File: src/rtl/fetch_bus_arbiter.sv
// Two-requester TileLink-UL arbiter: icache (0) and dcache (1) share one core-side port.
// One transaction in flight, grant locked from A issue to D response, round-robin on
// contention, and a response timeout that completes the stalled requester with denied.
module fetch_bus_arbiter #(
  parameter int unsigned ADDR_W  = 64,
  parameter int unsigned DATA_W  = 64,
  parameter int unsigned TIMEOUT = 1024
) (
  input  logic                clk,
  input  logic                rst_n,
  // Requester 0 (icache)
  input  logic                m0_a_valid,
  input  logic [2:0]          m0_a_opcode,
  input  logic [2:0]          m0_a_size,
  input  logic [ADDR_W-1:0]   m0_a_address,
  input  logic [DATA_W/8-1:0] m0_a_mask,
  input  logic [DATA_W-1:0]   m0_a_data,
  output logic                m0_d_valid,
  output logic                m0_d_denied,
  output logic [DATA_W-1:0]   m0_d_data,
  // Requester 1 (dcache)
  input  logic                m1_a_valid,
  input  logic [2:0]          m1_a_opcode,
  input  logic [2:0]          m1_a_size,
  input  logic [ADDR_W-1:0]   m1_a_address,
  input  logic [DATA_W/8-1:0] m1_a_mask,
  input  logic [DATA_W-1:0]   m1_a_data,
  output logic                m1_d_valid,
  output logic                m1_d_denied,
  output logic [DATA_W-1:0]   m1_d_data,
  // Downstream port
  output logic                s_a_valid,
  input  logic                s_a_ready,
  output logic [2:0]          s_a_opcode,
  output logic [2:0]          s_a_size,
  output logic [ADDR_W-1:0]   s_a_address,
  output logic [DATA_W/8-1:0] s_a_mask,
  output logic [DATA_W-1:0]   s_a_data,
  output logic [3:0]          s_a_source,
  input  logic                s_d_valid,
  output logic                s_d_ready,
  input  logic [3:0]          s_d_source,
  input  logic                s_d_denied,
  input  logic [DATA_W-1:0]   s_d_data,
  // Status
  output logic [1:0]          grant,
  output logic                busy
);

  localparam int unsigned MASK_W = DATA_W / 8;
  localparam int unsigned CNT_W  = $clog2(TIMEOUT);
  localparam logic [CNT_W-1:0] CntLast = CNT_W'(TIMEOUT - 1);

  typedef enum logic [1:0] {StIdle, StIssue, StWait, StDone} state_e;

  state_e              state_q, state_d;
  logic                ptr_q, ptr_d;       // requester favoured on contention
  logic                owner_q, owner_d;   // index of the granted requester
  logic [1:0]          grant_q, grant_d;
  logic                a_valid_q, a_valid_d;
  logic [2:0]          opcode_q, opcode_d;
  logic [2:0]          size_q, size_d;
  logic [ADDR_W-1:0]   addr_q, addr_d;
  logic [MASK_W-1:0]   mask_q, mask_d;
  logic [DATA_W-1:0]   wdata_q, wdata_d;
  logic [CNT_W-1:0]    cnt_q, cnt_d;
  logic [1:0]          dv_q, dv_d;         // per-requester response pulse
  logic                denied_q, denied_d;
  logic [DATA_W-1:0]   rdata_q, rdata_d;
  logic                pick;

  // Only bit 0 of the response source identifies the requester.
  logic unused_src;
  assign unused_src = ^s_d_source[3:1];

  // State and datapath registers.
  always_ff @(posedge clk or negedge rst_n) begin
    if (!rst_n) begin
      state_q   <= StIdle;
      ptr_q     <= 1'b0;
      owner_q   <= 1'b0;
      grant_q   <= 2'b00;
      a_valid_q <= 1'b0;
      opcode_q  <= '0;
      size_q    <= '0;
      addr_q    <= '0;
      mask_q    <= '0;
      wdata_q   <= '0;
      cnt_q     <= '0;
      dv_q      <= 2'b00;
      denied_q  <= 1'b0;
      rdata_q   <= '0;
    end else begin
      state_q   <= state_d;
      ptr_q     <= ptr_d;
      owner_q   <= owner_d;
      grant_q   <= grant_d;
      a_valid_q <= a_valid_d;
      opcode_q  <= opcode_d;
      size_q    <= size_d;
      addr_q    <= addr_d;
      mask_q    <= mask_d;
      wdata_q   <= wdata_d;
      cnt_q     <= cnt_d;
      dv_q      <= dv_d;
      denied_q  <= denied_d;
      rdata_q   <= rdata_d;
    end
  end

  // Arbitration, issue handshake, response/timeout handling.
  always_comb begin
    state_d   = state_q;
    ptr_d     = ptr_q;
    owner_d   = owner_q;
    grant_d   = grant_q;
    a_valid_d = a_valid_q;
    opcode_d  = opcode_q;
    size_d    = size_q;
    addr_d    = addr_q;
    mask_d    = mask_q;
    wdata_d   = wdata_q;
    cnt_d     = cnt_q;
    dv_d      = 2'b00;
    denied_d  = denied_q;
    rdata_d   = rdata_q;
    pick      = (m0_a_valid && m1_a_valid) ? ptr_q : m1_a_valid;

    unique case (state_q)
      StIdle: begin
        if (m0_a_valid || m1_a_valid) begin
          if (m0_a_valid && m1_a_valid) ptr_d = ~ptr_q;
          owner_d   = pick;
          grant_d   = pick ? 2'b10 : 2'b01;
          a_valid_d = 1'b1;
          opcode_d  = pick ? m1_a_opcode  : m0_a_opcode;
          size_d    = pick ? m1_a_size    : m0_a_size;
          addr_d    = pick ? m1_a_address : m0_a_address;
          mask_d    = pick ? m1_a_mask    : m0_a_mask;
          wdata_d   = pick ? m1_a_data    : m0_a_data;
          state_d   = StIssue;
        end
      end
      StIssue: begin
        if (s_a_ready) begin
          a_valid_d = 1'b0;
          cnt_d     = '0;
          state_d   = StWait;
        end
      end
      StWait: begin
        cnt_d = cnt_q + CNT_W'(1);
        // A real response beats a timeout landing in the same cycle.
        if (s_d_valid && (s_d_source[0] == owner_q)) begin
          dv_d[owner_q] = 1'b1;
          rdata_d       = s_d_data;
          denied_d      = s_d_denied;
          grant_d       = 2'b00;
          state_d       = StDone;
        end else if (cnt_q == CntLast) begin
          dv_d[owner_q] = 1'b1;
          rdata_d       = '0;
          denied_d      = 1'b1;
          grant_d       = 2'b00;
          state_d       = StDone;
        end
      end
      StDone: begin
        // Bubble lets the requester drop a_valid before re-arbitration.
        state_d = StIdle;
      end
      default: state_d = StIdle;
    endcase
  end

  assign s_a_valid   = a_valid_q;
  assign s_a_opcode  = opcode_q;
  assign s_a_size    = size_q;
  assign s_a_address = addr_q;
  assign s_a_mask    = mask_q;
  assign s_a_data    = wdata_q;
  assign s_a_source  = {3'b000, owner_q};
  assign s_d_ready   = 1'b1;
  assign grant       = grant_q;
  assign busy        = (state_q != StIdle);

  assign m0_d_valid  = dv_q[0];
  assign m0_d_denied = dv_q[0] & denied_q;
  assign m0_d_data   = dv_q[0] ? rdata_q : '0;
  assign m1_d_valid  = dv_q[1];
  assign m1_d_denied = dv_q[1] & denied_q;
  assign m1_d_data   = dv_q[1] ? rdata_q : '0;

endmodule

File: config.mk
export PLATFORM = sky130hd
export DESIGN_NAME = fetch_bus_arbiter
export DESIGN_NICKNAME = d
export VERILOG_FILES = /design/src/rtl/fetch_bus_arbiter.sv
export SDC_FILE = /design/constraint.sdc
export NUM_CORES = 1
export LEC_CHECK = 0
export CORE_AREA = 5 5 250 252
export DETAILED_ROUTE_END_ITERATION = 16
export DIE_AREA = 0 0 255 257
export PLACE_DENSITY = 0.44
export SETUP_SLACK_MARGIN = 0.2
export SYNTH_ARGS = -nofsm -noshare
export SYNTH_HDL_FRONTEND = slang
export SYNTH_SLANG_ARGS = --single-unit
File: constraint.sdc
create_clock -name clk -period 3.9 [get_ports clk]
set_clock_uncertainty 0.1 [all_clocks]
set_input_delay 0.78 -clock clk [delete_from_list [all_inputs] [get_ports clk]]
set_output_delay 0.78 -clock clk [all_outputs]
set_load 0.1 [all_outputs]
# Word-level counts from Yosys, hierarchy flattened

Index checks and enable logic that the tools add are counted.

Input bits: 359
Word-level logic and storage cells: 77
Flip-flop bits (word level): 226

Add/subtract/negate cells: 1
Bitwise operators: 3
Reduce and logical (&&, ||, !) cells: 17
Eq/ne operators: 8
$lt $le $gt $ge: 2
Multiplexer cells: 32

Operators with widths:

| cell                  | number |
|---|---|
| $mux 64               | 6 |
| $mux 2                | 11 |
| $pmux 10 s2           | 1 |
| $reduce_and 3->1      | 4 |
| $add 10x1->10 const B | 1 |
| $eq 10x10->1 const B  | 1 |
| $mux 10               | 1 |
| $reduce_bool 2->1     | 5 |
| $mux 8                | 1 |
| $pmux 2 s4            | 1 |
| $mux 1                | 6 |
| $mux 3                | 2 |
| $reduce_and 2->1      | 3 |
| $eq 2x2->1 const B    | 2 |
| $ne 2x2->1 const B    | 2 |
| $pmux 2 s2            | 1 |
| $logic_and 1x1->1     | 3 |
| $ne 3x3->1 const B    | 1 |
| $and 1x1->1           | 2 |
| $eq 2x1->1 const B    | 1 |
| $logic_not 2->1       | 1 |
| $lt 1x2->1 const B    | 1 |
| $pmux 1 s2            | 1 |
| $demux 1 s1           | 1 |
| other kinds (4)       | 4 |

# Longest topological paths before layout

Depth after elaboration: 7
Gate-level depth with buffers: 8
Gate-level depth less buffers: 6

# Least setup slack after synthesis

No wires, ideal clock.

Path type: register -> output
From: register dv_q[0]
To: output m0_d_data[15]
Required time: 3.020 ns
Data arrival time: 2.202 ns
Slack: 0.818 ns
Buffers on the path: 2
Stages on the path, launching flop included: 4
Cell sequence: dfrtp_1 -> clkbuf_1 -> clkbuf_1 -> and2_1

Word-level cells in the longest chain between the ends: 1

Ends and longest elaborated chain:

| what                   | line | text |
|---|---|---|
| start, declared        | 67   | `logic [1:0] dv_q, dv_d;` |
| start signal, assigned | 105  | `dv_q <= dv_d;` |
| $mux 64                | 189  | `assign m0_d_data = dv_q[0] ? rdata_q : '0;` |
| end, declared          | 20   | `output logic [DATA_W-1:0] m0_d_data,` |

No other way between the ends.

# Worst setup path after layout

From: register dv_q[0]
To: output m0_d_data[18]

Same word-level chain as after synthesis.

==> results by group <==
Synthesis
  • Sequential area share after synthesis: ~53%
  • Number of synthesized flops with an enable pin: 0
  • Synth Instances: about 1,000
  • Avg Cell Area, Syn: ~10 sq um
  • Largest area contributor in the netlist: sky130_fd_sc_hd__dfrtp_1
  • Synth Flop Type: sky130_fd_sc_hd__dfrtp_1
  • Area contributors post-synth: sky130_fd_sc_hd__dfrtp_1 53%, sky130_fd_sc_hd__mux2i_1 14%, sky130_fd_sc_hd__and2_1 7.7%
  • Number of distinct library cells after synthesis: 36
  • Cell area after synthesis: 10,600 sq um
  • Area share of the largest cell type after synthesis: 53.3%
  • Post-synthesis register bit count: between 200 and 250
  • Warnings from Yosys: 0
  • Async set-reset flop share out of synthesis: 100%

Floorplan
  • Core box area: around 60,000 sq um
  • Die ar.: 65,500 sq um
  • Initial standard-cell utilization of the core: between 10% and 20%
  • Floorplan die width: between 200 and 300 um
  • Number of rows created at floorplan: 90
  • Chip Height: roughly 260 um
  • I/O Pins: approximately 640

Worst setup path
  • CP Capture Type: primary output
  • Crit path launch type: flip-flop
  • Worst-path fanout max: 38
  • Flop2flop setup slack: 1.64 ns
  • Startpoint of the worst setup timing path: dv_q[0]
  • Worst endpoint required time: 3.02 ns
  • Arrival time of data at the critical path endpoint: about 2.4 ns
  • Crit Reg-Reg Startpoint: cnt_q[0]
  • Category of the most critical setup path: flip-flop to primary output

Final layout
  • Core occupancy in the finished layout: between 30% and 40%
  • Layout-stage area growth over the synthesis result: 74.5%
  • Filler cell count: between 6,000 and 7,000
  • Cell Count, Final, Fillers Out: between 2,000 and 2,500
  • Number of inserted diodes: 0
  • Share of post-route cells with drive strength above 1: between 10% and 20%
  • Post-route cell area: 18,500 sq um
  • NumNets Final: 1,997

Global route
  • Number of antenna violations at the first check in global routing: 2
  • Maximum number of pins on one net before global-route repair: a little over 80
  • Overall global routing resource usage: about an eighth
  • GR Overflow Total: 0
  • Number of global-route vias before repair: between 10,000 and 15,000
  • Global-route wire length before repair: between 60 and 70 mm

Power and ir drop
  • IR Drop Worst-Case VDD: roughly 420 uV
  • Power per Cell Area: about 940 nW/um^2
  • Leakage power: 8.57 nW

Route
  • Violation count after the first detailed-route iteration: 297
  • DRC violations left: 0
  • Sum of met3 wire segment lengths after detailed routing: about 3.9 mm
  • DRT antenna net count: 0
  • Average routed wire per standard cell: around 18 um
  • Routed vias/inst: around 4.0
  • Vias: roughly 9,600
  • Aggregate routed wire length: roughly 44 mm
  • Highest routed metal layer: met5
  • Sum of met2 wire segment lengths after detailed routing: approximately 22 mm
  • Total routed wire length on the met1 layer: between 15 and 20 mm
  • First-pass iteration count of the detailed router: 4

Clocking
  • Maximum buffer depth of the clock tree: 3
  • Number of clock sinks seen by CTS: between 200 and 250
  • Setup bufs post-CTS: 0
  • H-tree lvl count: 1
  • Total of cells resized after clock tree synthesis: 0
  • Number of buffers created by CTS: 29
  • Clock root cell: sky130_fd_sc_hd__clkbuf_16
  • Post-CTS Hold Fix Bufs: 0
  • Clock-pin slew of the registers on the worst-case setup and hold paths: around 0.06 ns
  • Clock latency of the later-clocked register in the worst-skew pair: 0.55 ns
  • Clock tree from TritonCTS: done

Place
  • IO Port Bufs: between 600 and 700
  • Placed instance count: 2,385
  • Placed cell areas: 17,600 sq um
  • GPL Wtd Cong: 0.815
  • DP Wirelength: around 35 mm
  • Pre-CTS WS: 0.745 ns

Timing
  • Summed negative setup slack over all endpoints: 0 ns
  • Time the worst path needs with I/O delays and setup: 3.23 ns
  • Final clock period utilization by the worst path: a little over 80%
  • Number of hold violations in the final report: 0
  • Pins Over Slew Limit: 0
  • Final-report setup violation count: 0
  • Final setup slack of the worst path: approximately 0.67 ns
  • RSZ-0062 raised after global routing: false
  • Slew of the pin with the lowest slew margin: about 1.1 ns
  • FMAX: ~310 MHz
  • Relative slew margins: approximately 29%

Min path
  • Worst hold path type: input pin to async pin

Status
  • Run status: complete, no violations

Flow run
  • Total of max-cap violations: 0
==> worst max-delay path, stage by stage, from the launching register on <==
cell and delay [ns]:
sky130_fd_sc_hd__dfrtp_1 0.98, sky130_fd_sc_hd__buf_4 0.35, sky130_fd_sc_hd__and2_1 0.16, sky130_fd_sc_hd__buf_4 0.29
==> cells in the final DEF (no fill, tap or decap), types with 2 or more instances in the layout <==
master and count:
sky130_fd_sc_hd__nand2_1 150, sky130_fd_sc_hd__clkbuf_16 29, sky130_fd_sc_hd__nand2b_1 2, sky130_fd_sc_hd__clkinv_2 5, sky130_fd_sc_hd__xnor2_1 3, sky130_fd_sc_hd__buf_12 8, sky130_fd_sc_hd__nor2b_1 2, sky130_fd_sc_hd__and2_1 130
sky130_fd_sc_hd__and3_1 4, sky130_fd_sc_hd__dfrtp_1 226, sky130_fd_sc_hd__clkbuf_1 9, sky130_fd_sc_hd__ha_1 4, sky130_fd_sc_hd__mux2i_1 144, sky130_fd_sc_hd__nand3_1 4, sky130_fd_sc_hd__buf_4 163, sky130_fd_sc_hd__o21ai_0 128
sky130_fd_sc_hd__or3_1 2, sky130_fd_sc_hd__nor2_1 12, sky130_fd_sc_hd__inv_1 8, sky130_fd_sc_hd__clkdlybuf4s50_1 497, sky130_fd_sc_hd__clkbuf_8 5, sky130_fd_sc_hd__mux2_2 2, sky130_fd_sc_hd__nand4_1 3, sky130_fd_sc_hd__nor3_1 2
sky130_fd_sc_hd__bufinv_16 2, sky130_fd_sc_hd__conb_1 4, sky130_fd_sc_hd__a22o_1 65, sky130_fd_sc_hd__o21ai_1 18, sky130_fd_sc_hd__a21oi_1 5, sky130_fd_sc_hd__xor2_1 4
==> where the power goes <==
part           leakage [nW]  switching, W  internal, W
Combinational          5.30       0.00802      0.00267
Clock                 0.452       0.00102      0.00158
Sequential             2.82      0.000681      0.00344
Total                  8.57       0.00973      0.00769
==> synthesized netlist by cell type (3+ instances only) <==
| cell | number |
|---|---|
| sky130_fd_sc_hd__and3_1 | 5 |
| sky130_fd_sc_hd__nand4_1 | 3 |
| sky130_fd_sc_hd__clkbuf_1 | 33 |
| sky130_fd_sc_hd__o21ai_0 | 128 |
| sky130_fd_sc_hd__buf_1 | 5 |
| sky130_fd_sc_hd__nor2_1 | 12 |
| sky130_fd_sc_hd__mux2i_1 | 144 |
| sky130_fd_sc_hd__buf_4 | 5 |
| sky130_fd_sc_hd__o21ai_1 | 19 |
| sky130_fd_sc_hd__nand3_1 | 4 |
| sky130_fd_sc_hd__and2_1 | 130 |
| sky130_fd_sc_hd__a22o_1 | 65 |
| sky130_fd_sc_hd__inv_1 | 8 |
| sky130_fd_sc_hd__xnor2_1 | 3 |
| sky130_fd_sc_hd__dfrtp_1 | 226 |
| sky130_fd_sc_hd__buf_2 | 34 |
| sky130_fd_sc_hd__a21oi_1 | 5 |
| sky130_fd_sc_hd__buf_6 | 4 |
| sky130_fd_sc_hd__ha_1 | 4 |
| sky130_fd_sc_hd__nand2_1 | 151 |
| sky130_fd_sc_hd__xor2_1 | 4 |
==> metal layers <==
metal  global-route usage, %  vias to the layer above
li1                        -                     4721
met1                    14.7                     4453
met2                    22.5                      405
met3                    3.87                       51
met4                    3.31                        2
met5                       0                        -
==> flip-flops by register name, indices dropped and copies added, names as in the netlist <==
name         count
rdata_q         64
owner_q          1
state_q          2
grant            2
s_a_opcode       3
denied_q         1
s_a_data        64
s_a_valid        1
cnt_q           10
ptr_q            1
s_a_mask         8
dv_q             2
s_a_size         3
s_a_address     64
==> logic make-up (layout without fill, tap and decap cells) <==
kind of cell	after synthesis	in the layout	share of synthesized area, %
simple gates	314	314	14.6
flops	226	226	53.3
compound gates	225	225	13.2
mux	146	146	13.8
buf+inv	89	728	4.01
xor+xnor	7	7	0.578
fa+ha+maj	4	4	0.472
other cells	2	4	0.0708
==> per-stage QoR <==
step / power (W) / hold slack, ns
finish: 0.0174 / 0.142
global placement: 0.0149 / 0.352
detailed placement: 0.0150 / 0.368
CTS: 0.0177 / 0.145
global route: 0.0183 / 0.194
floorplan: 0.0119 / 0.337
==> final cells by class <==
class / instances / area (sq um) / share of cell area, %
tap: 782 / 978 / 5.28
clock inverter: 8 / 92.6 / 0.500
inverter: 8 / 30.0 / 0.162
clock buffer: 43 / 828 / 4.47
sequential: 226 / 5660 / 30.5
timing repair buffer: 669 / 6370 / 34.4
multi-input combinational: 700 / 4560 / 24.6
==> final timing paths <==
kind,end,cells after the start
setup reg to reg,rdata_q[25],6
hold reg to reg,s_a_mask[7],2
min in group clk,s_a_mask[7],2
hold / removal,rdata_q[34],1
max in group asynchronous,s_a_data[13],2
setup / recovery,m0_d_data[18],3
Note: power is estimated with default switching activity, not from simulation.
==> RTL change 1: new RTL, config.mk and constraints unchanged <==
Re-encode `state_e` (4 states) as Gray code, 2 bits wide.
--- a/src/rtl/fetch_bus_arbiter.sv
+++ b/src/rtl/fetch_bus_arbiter.sv
@@ -53,3 +53,3 @@
 
-  typedef enum logic [1:0] {StIdle, StIssue, StWait, StDone} state_e;
+  typedef enum logic [1:0] {StIdle = 2'b00, StIssue = 2'b01, StWait = 2'b11, StDone = 2'b10} state_e;
 
Check against the original RTL: same outputs for any inputs over 4 cycles, from zero or initial values and one cycle with rst_n low; so few cycles prove little.
==> RTL change 1 against the unedited design <==
Sequential cell count stayed put. Maximum frequency grew 0.36%. Worst setup slack better by 0.012 ns. Synthesized area rose by 11%. Count of clock-buffer cells in the layout grew 5. Cell area rose by 4.9%. Wire length up 35%. Power is 6.5% higher. Hold slack gained 0.034 ns. Via count rose by 28%. Largest cell class unchanged.
==> RTL change 1: results (changes against the unedited design) <==
Parameter                              Value

Clock network
  TritonCTS Buffers ... 31 (+6.9%)
  Worst skew pair latency ... 0.58 ns (+0.03 ns)

Placed design
  DPL Wire Length ... 41490 um (+18%)
  RePlAce Congestion ... 0.8021 (-1.5%)
  Area after DPL ... 18480 sq um (+5.0%)

Drt
  Wire length per cell ... 22.99 um (+26%)
  Total number of vias ... 12370 (+28%)
  Metal3 WL ... 6046 um (+56%)
  1st-iter DRT viols ... 748 (+150%)
  Total met2 wirelength after detailed routing ... 27990 um (+27%)

Global routing
  Overall fraction of global-route tracks in use ... 0.1714 (+0.04504)
  Number of antenna violations at the first check in global routing ... 17 (+15)
  First-pass GRT wire length ... 86830 um (+35%)
  Via count of the first global-routing pass ... 12740 (+26%)
  Pin count of the biggest net entering global routing ... 175 (+110%)

Finish
  Final-stage net count ... 2154 (+7.9%)
  Ratio of cells with drive above 1 in the final layout ... 0.1273 (-0.005738)

Worst setup path
  Worst Reg2Reg Path Length in Cells ... 4 (-2)
  Max Fanout on Critical Path ... 34 (-11%)
  Beginning of the worst register-to-register path ... state_q[1]$_DFFE_PN0P_

Power and ir drop
  Highest ir drop seen on vdd ... 550.5 uV (+30%)
  Leakage power ... 7.574 nW (-12%)

Status
  Status ... complete, no violations

Timing
  Tightest slew margin relative to the limit ... 0.2647 (-0.02124)
  Sum of negative setup slack ... 0 ns (unchanged)

Logic synthesis
  Ranking of synthesized cells by instance count ... dfrtp_1 (226), o21ai_0 (192), a21oi_1 (134)
  Sequential share of the synthesized area ... 0.4786 (-0.05433)

Min path
  Worst min-delay path category ... in2async
## RTL change 1: where the power goes
| group | switching, W | internal [W] |
|---|---|---|
| sequential | 0.000809 | 0.00347 |
| clock | 0.00112 | 0.00153 |
| combinational | 0.00885 | 0.00278 |
## RTL change 1: worst min-delay path by stage
stage	end	from	cells after the start	slack (ns)
global placement	cnt_q[7]$_DFFE_PN0P_	cnt_q[7]$_DFFE_PN0P_	1	0.37
floorplan	cnt_q[7]$_DFFE_PN0P_	cnt_q[7]$_DFFE_PN0P_	1	0.35
finish	rdata_q[0]$_DFFE_PN0P_	rst_n	1	0.18
detailed placement	cnt_q[7]$_DFFE_PN0P_	cnt_q[7]$_DFFE_PN0P_	1	0.39
global route	rdata_q[36]$_DFFE_PN0P_	rst_n	1	0.23
CTS	rdata_q[35]$_DFFE_PN0P_	rst_n	1	0.18
## RTL change 1: metrics by stage
step | hold WS, ns | cells | setup WS (ns) | util
CTS | 0.1847 | 2597 | 0.5733 | 0.3237
finish | 0.1757 | 2608 | 0.6838 | 0.3242
detailed placement | 0.3867 | 2543 | 0.9682 | 0.3084
floorplan | 0.3460 | 1252 | 0.8177 | -
global route | 0.2337 | 2602 | 0.4295 | 0.3240
global placement | 0.3747 | 2543 | 1.005 | 0.3084
## RTL change 1: per-layer routing
layer	vias up	track usage
li1	5700	-
met1	6035	0.2072
met2	530	0.2806
met3	93	0.06524
met4	8	0.05772
met5	-	0
## RTL change 1: final cells by class
cell class / count / area, sq um
diodes: 11 / 27.53
clock buffers: 48 / 879.6
clock inverters: 6 / 37.54
fillers: 6290 / 40490
inverters: 10 / 38.79
multi-input cells: 864 / 5532
flip-flops and latches: 226 / 5655
well taps: 782 / 978.4
repair buffers: 661 / 6274
## RTL change 1: critical path: cells and delay by family (launching register included)
family / cells / cell delay (ns)
flip-flops: 1 / 0.89
buffers and inverters: 2 / 0.65
AND/OR/NAND/NOR: 1 / 0.18
## RTL change 1: kinds of logic (layout without fill, tap and decap cells)
family / Yosys count / after routing / share of synthesized area
compound gates: 569 / 569 / 0.2932
xor+xnor: 2 / 2 / 0.001483
fa+ha+maj: 1 / 1 / 0.001059
buf+inv: 162 / 725 / 0.05950
flops: 226 / 226 / 0.4786
mux: 1 / 1 / 0.0008470
other cells: 2 / 15 / 0.0006355
simple gates: 287 / 287 / 0.1647
==> RTL change 2: new RTL, same flow settings <==
Made on the original files. `TIMEOUT`: 1024 -> 2048.
--- a/src/rtl/fetch_bus_arbiter.sv
+++ b/src/rtl/fetch_bus_arbiter.sv
@@ -6,3 +6,3 @@
   parameter int unsigned DATA_W  = 64,
-  parameter int unsigned TIMEOUT = 1024
+  parameter int unsigned TIMEOUT = 2048
 ) (
Formal check against the unedited RTL: no difference found for any inputs over 4 cycles, from zero or initial values and one cycle with rst_n low; that may be too few to reach the edited logic, so the function may still have changed.
==> RTL change 2 against the unedited design <==
Die area did not move. Sequential cell count rose by 1. Power rose by 0.37%. Critical path type unchanged. Largest power group unchanged. Critical endpoint is now m1_d_data[29]. Wire length rose by 3.3%. Synthesized area rose by 0.61%. Cell area rose by 0.46%. Via count rose by 0.87%. Worst setup slack improved by 0.21 ns. Largest cell class unchanged.
==> RTL change 2: results (changes against the unedited design) <==
Parameter                              Value

Global routing
  Met2 track utilization from global routing ... 0.2352 (+0.009829)
  First-pass GRT wire length ... 66070 um (+3.0%)
  Number of antenna violations at the first check in global routing ... 8 (+6)
  Via count of the first global-routing pass ... 10230 (+1.2%)
  Most used routing layer ... met2
  Global routing met3 resource utilization ... 0.04110 (+0.002424)
  Overall fraction of global-route tracks in use ... 0.1312 (+0.004834)
  Pin count of the biggest net entering global routing ... 96 (+17%)
  Met1 usage in global routing ... 0.1509 (+0.004078)

Drt
  Wire length per cell ... 18.69 um (+2.8%)
  Drc violations ... 0 (unchanged)
  1st-iter DRT viols ... 453 (+53%)
  Post-detailed-route via-to-cell ratio ... 3.969 (+0.38%)
  Antenna-violating nets left ... 0 (unchanged)

Clock network
  Number of gates given a new drive strength after cts ... 0 (unchanged)
  Worst skew pair latency ... 0.55 ns (about the same)
  Clock transition at path regs ... 0.06 ns (about the same)
  Htree depth ... 1 (unchanged)
  Clock tree root driver cell ... clkbuf_16
  Count of buffers added by post-CTS timing repair for setup ... 0 (unchanged)
  TritonCTS Buffers ... 29 (unchanged)

Placed design
  RePlAce Congestion ... 0.8051 (-1.2%)
  Worst slack after detailed placement ... 0.7011 ns (-0.04383 ns)
  Area after DPL ... 17680 sq um (+0.48%)
  Buffers on Ports ... 634 (unchanged)
  DPL Wire Length ... 36740 um (+4.6%)

Logic synthesis
  Sequential share of the synthesized area ... 0.5320 (-0.0009035)
  Ys Warns ... 0 (unchanged)
  Dominant cells by area after synthesis ... dfrtp_1 (53%), mux2i_1 (13%), and2_1 (7.6%), o21ai_0 (6.0%), a22o_1 (5.2%)
  Library cells used by synthesis ... 42 (+17%)
  Ranking of synthesized cells by instance count ... dfrtp_1 (227), nand2_1 (148), mux2i_1 (144)
  Proportion of register bits with asynchronous set or reset after synthesis ... 1.000 (unchanged)

Status
  Status ... complete, no violations

Power and ir drop
  Highest ir drop seen on vdd ... 487.6 uV (+15%)
  Leakage power ... 8.567 nW (about the same)

Worst setup path
  Max Fanout on Critical Path ... 43 (+13%)
  Max incr delay on CP ... 0.79 ns (-0.19 ns)

Finish
  Ratio of cells with drive above 1 in the final layout ... 0.1347 (+0.001685)
  Layout fillers ... 6263 (-1.4%)
  Final-stage net count ... 2006 (+0.45%)

Min path
  Worst min-delay path category ... in2async

Timing
  Tightest slew margin relative to the limit ... 0.2703 (-0.01562)
==> RTL change 2: cell count changes after synthesis, sizes merged, moves of 2 or more <==
cell	unedited run	this run
a21o	1	3
a21oi	5	3
and3	5	1
buf	48	39
clkbuf	33	44
inv	8	10
nand2	151	148
nand3	4	6
nor4	0	2
o21ai	147	152
o31ai	0	2
xnor2	3	7
xor2	4	0
==> RTL change 2: final timing paths <==
path	start	endpoint	slack (ns)	cells past startpoint
min reg2reg	ptr_q$_DFFE_PN0P_	ptr_q$_DFFE_PN0P_	0.37	1
min	rst_n	s_a_data[61]$_DFFE_PN0P_	0.15	1
max	dv_q[1]$_DFF_PN0_	m1_d_data[29]	0.88	3
max in group asynchronous	rst_n	s_a_data[8]$_DFFE_PN0P_	2.70	2
min in group clk	ptr_q$_DFFE_PN0P_	ptr_q$_DFFE_PN0P_	0.37	1
max reg2reg	state_q[0]$_DFFE_PN0P_	cnt_q[10]$_DFFE_PN0P_	1.25	6
==> RTL change 2: kinds of logic after synthesis <==
kind of cell,synth area share
mux,0.1360
buf+inv,0.03949
other cells,0.0007033
compound gates,0.1369
xor+xnor,0.005742
simple gates,0.1445
fa+ha+maj,0.004687
flops,0.5320
==> RTL change 2: metrics by stage <==
step	utilization	hold WS, ns	instances
after floorplan	-	0.3372	1026
after global placement	0.2952	0.3537	2394
after detailed placement	0.2952	0.3623	2394
after CTS	0.3104	0.1910	2445
after global routing	0.3104	0.2126	2446
final	0.3105	0.1487	2448
==> RTL change 2: worst reg2reg max path, stage by stage, from the launching register on <==
cell     delay [ns]
dfrtp_1        0.39
inv_1          0.09
ha_1           0.55
mux2i_1        0.41
nor4_1         0.60
a31oi_1        0.17
a41o_1         0.23
==> RTL change 2: final cells by class <==
cell class                 instances  area [sq um]  area share
antenna                            3         7.507   0.0004036
clock buffer                      43         848.3     0.04560
clock inverter                     8         65.06    0.003497
inverter                          10         37.54    0.002018
multi-input combinational        706          4604      0.2475
sequential                       227          5680      0.3054
tap                              782         978.4     0.05260
timing repair buffer             669          6381      0.3430
==> RTL change 2: routing by layer <==
metal	vias up	part of all wire	wire length [um]
li1	4752	-	-
met1	4508	0.39	17640
met2	379	0.51	23180
met3	67	0.081	3701
met4	10	0.025	1150
met5	-	0.0016	73
==> RTL change 2: where the power goes <==
group	internal, W	switching [W]	leakage [nW]	total [W]
clock network	0.00155	0.00103	0.457	0.00258
registers	0.00345	0.000697	2.83	0.00414
logic	0.00267	0.00809	5.28	0.0108
total	0.00766	0.00982	8.57	0.0175
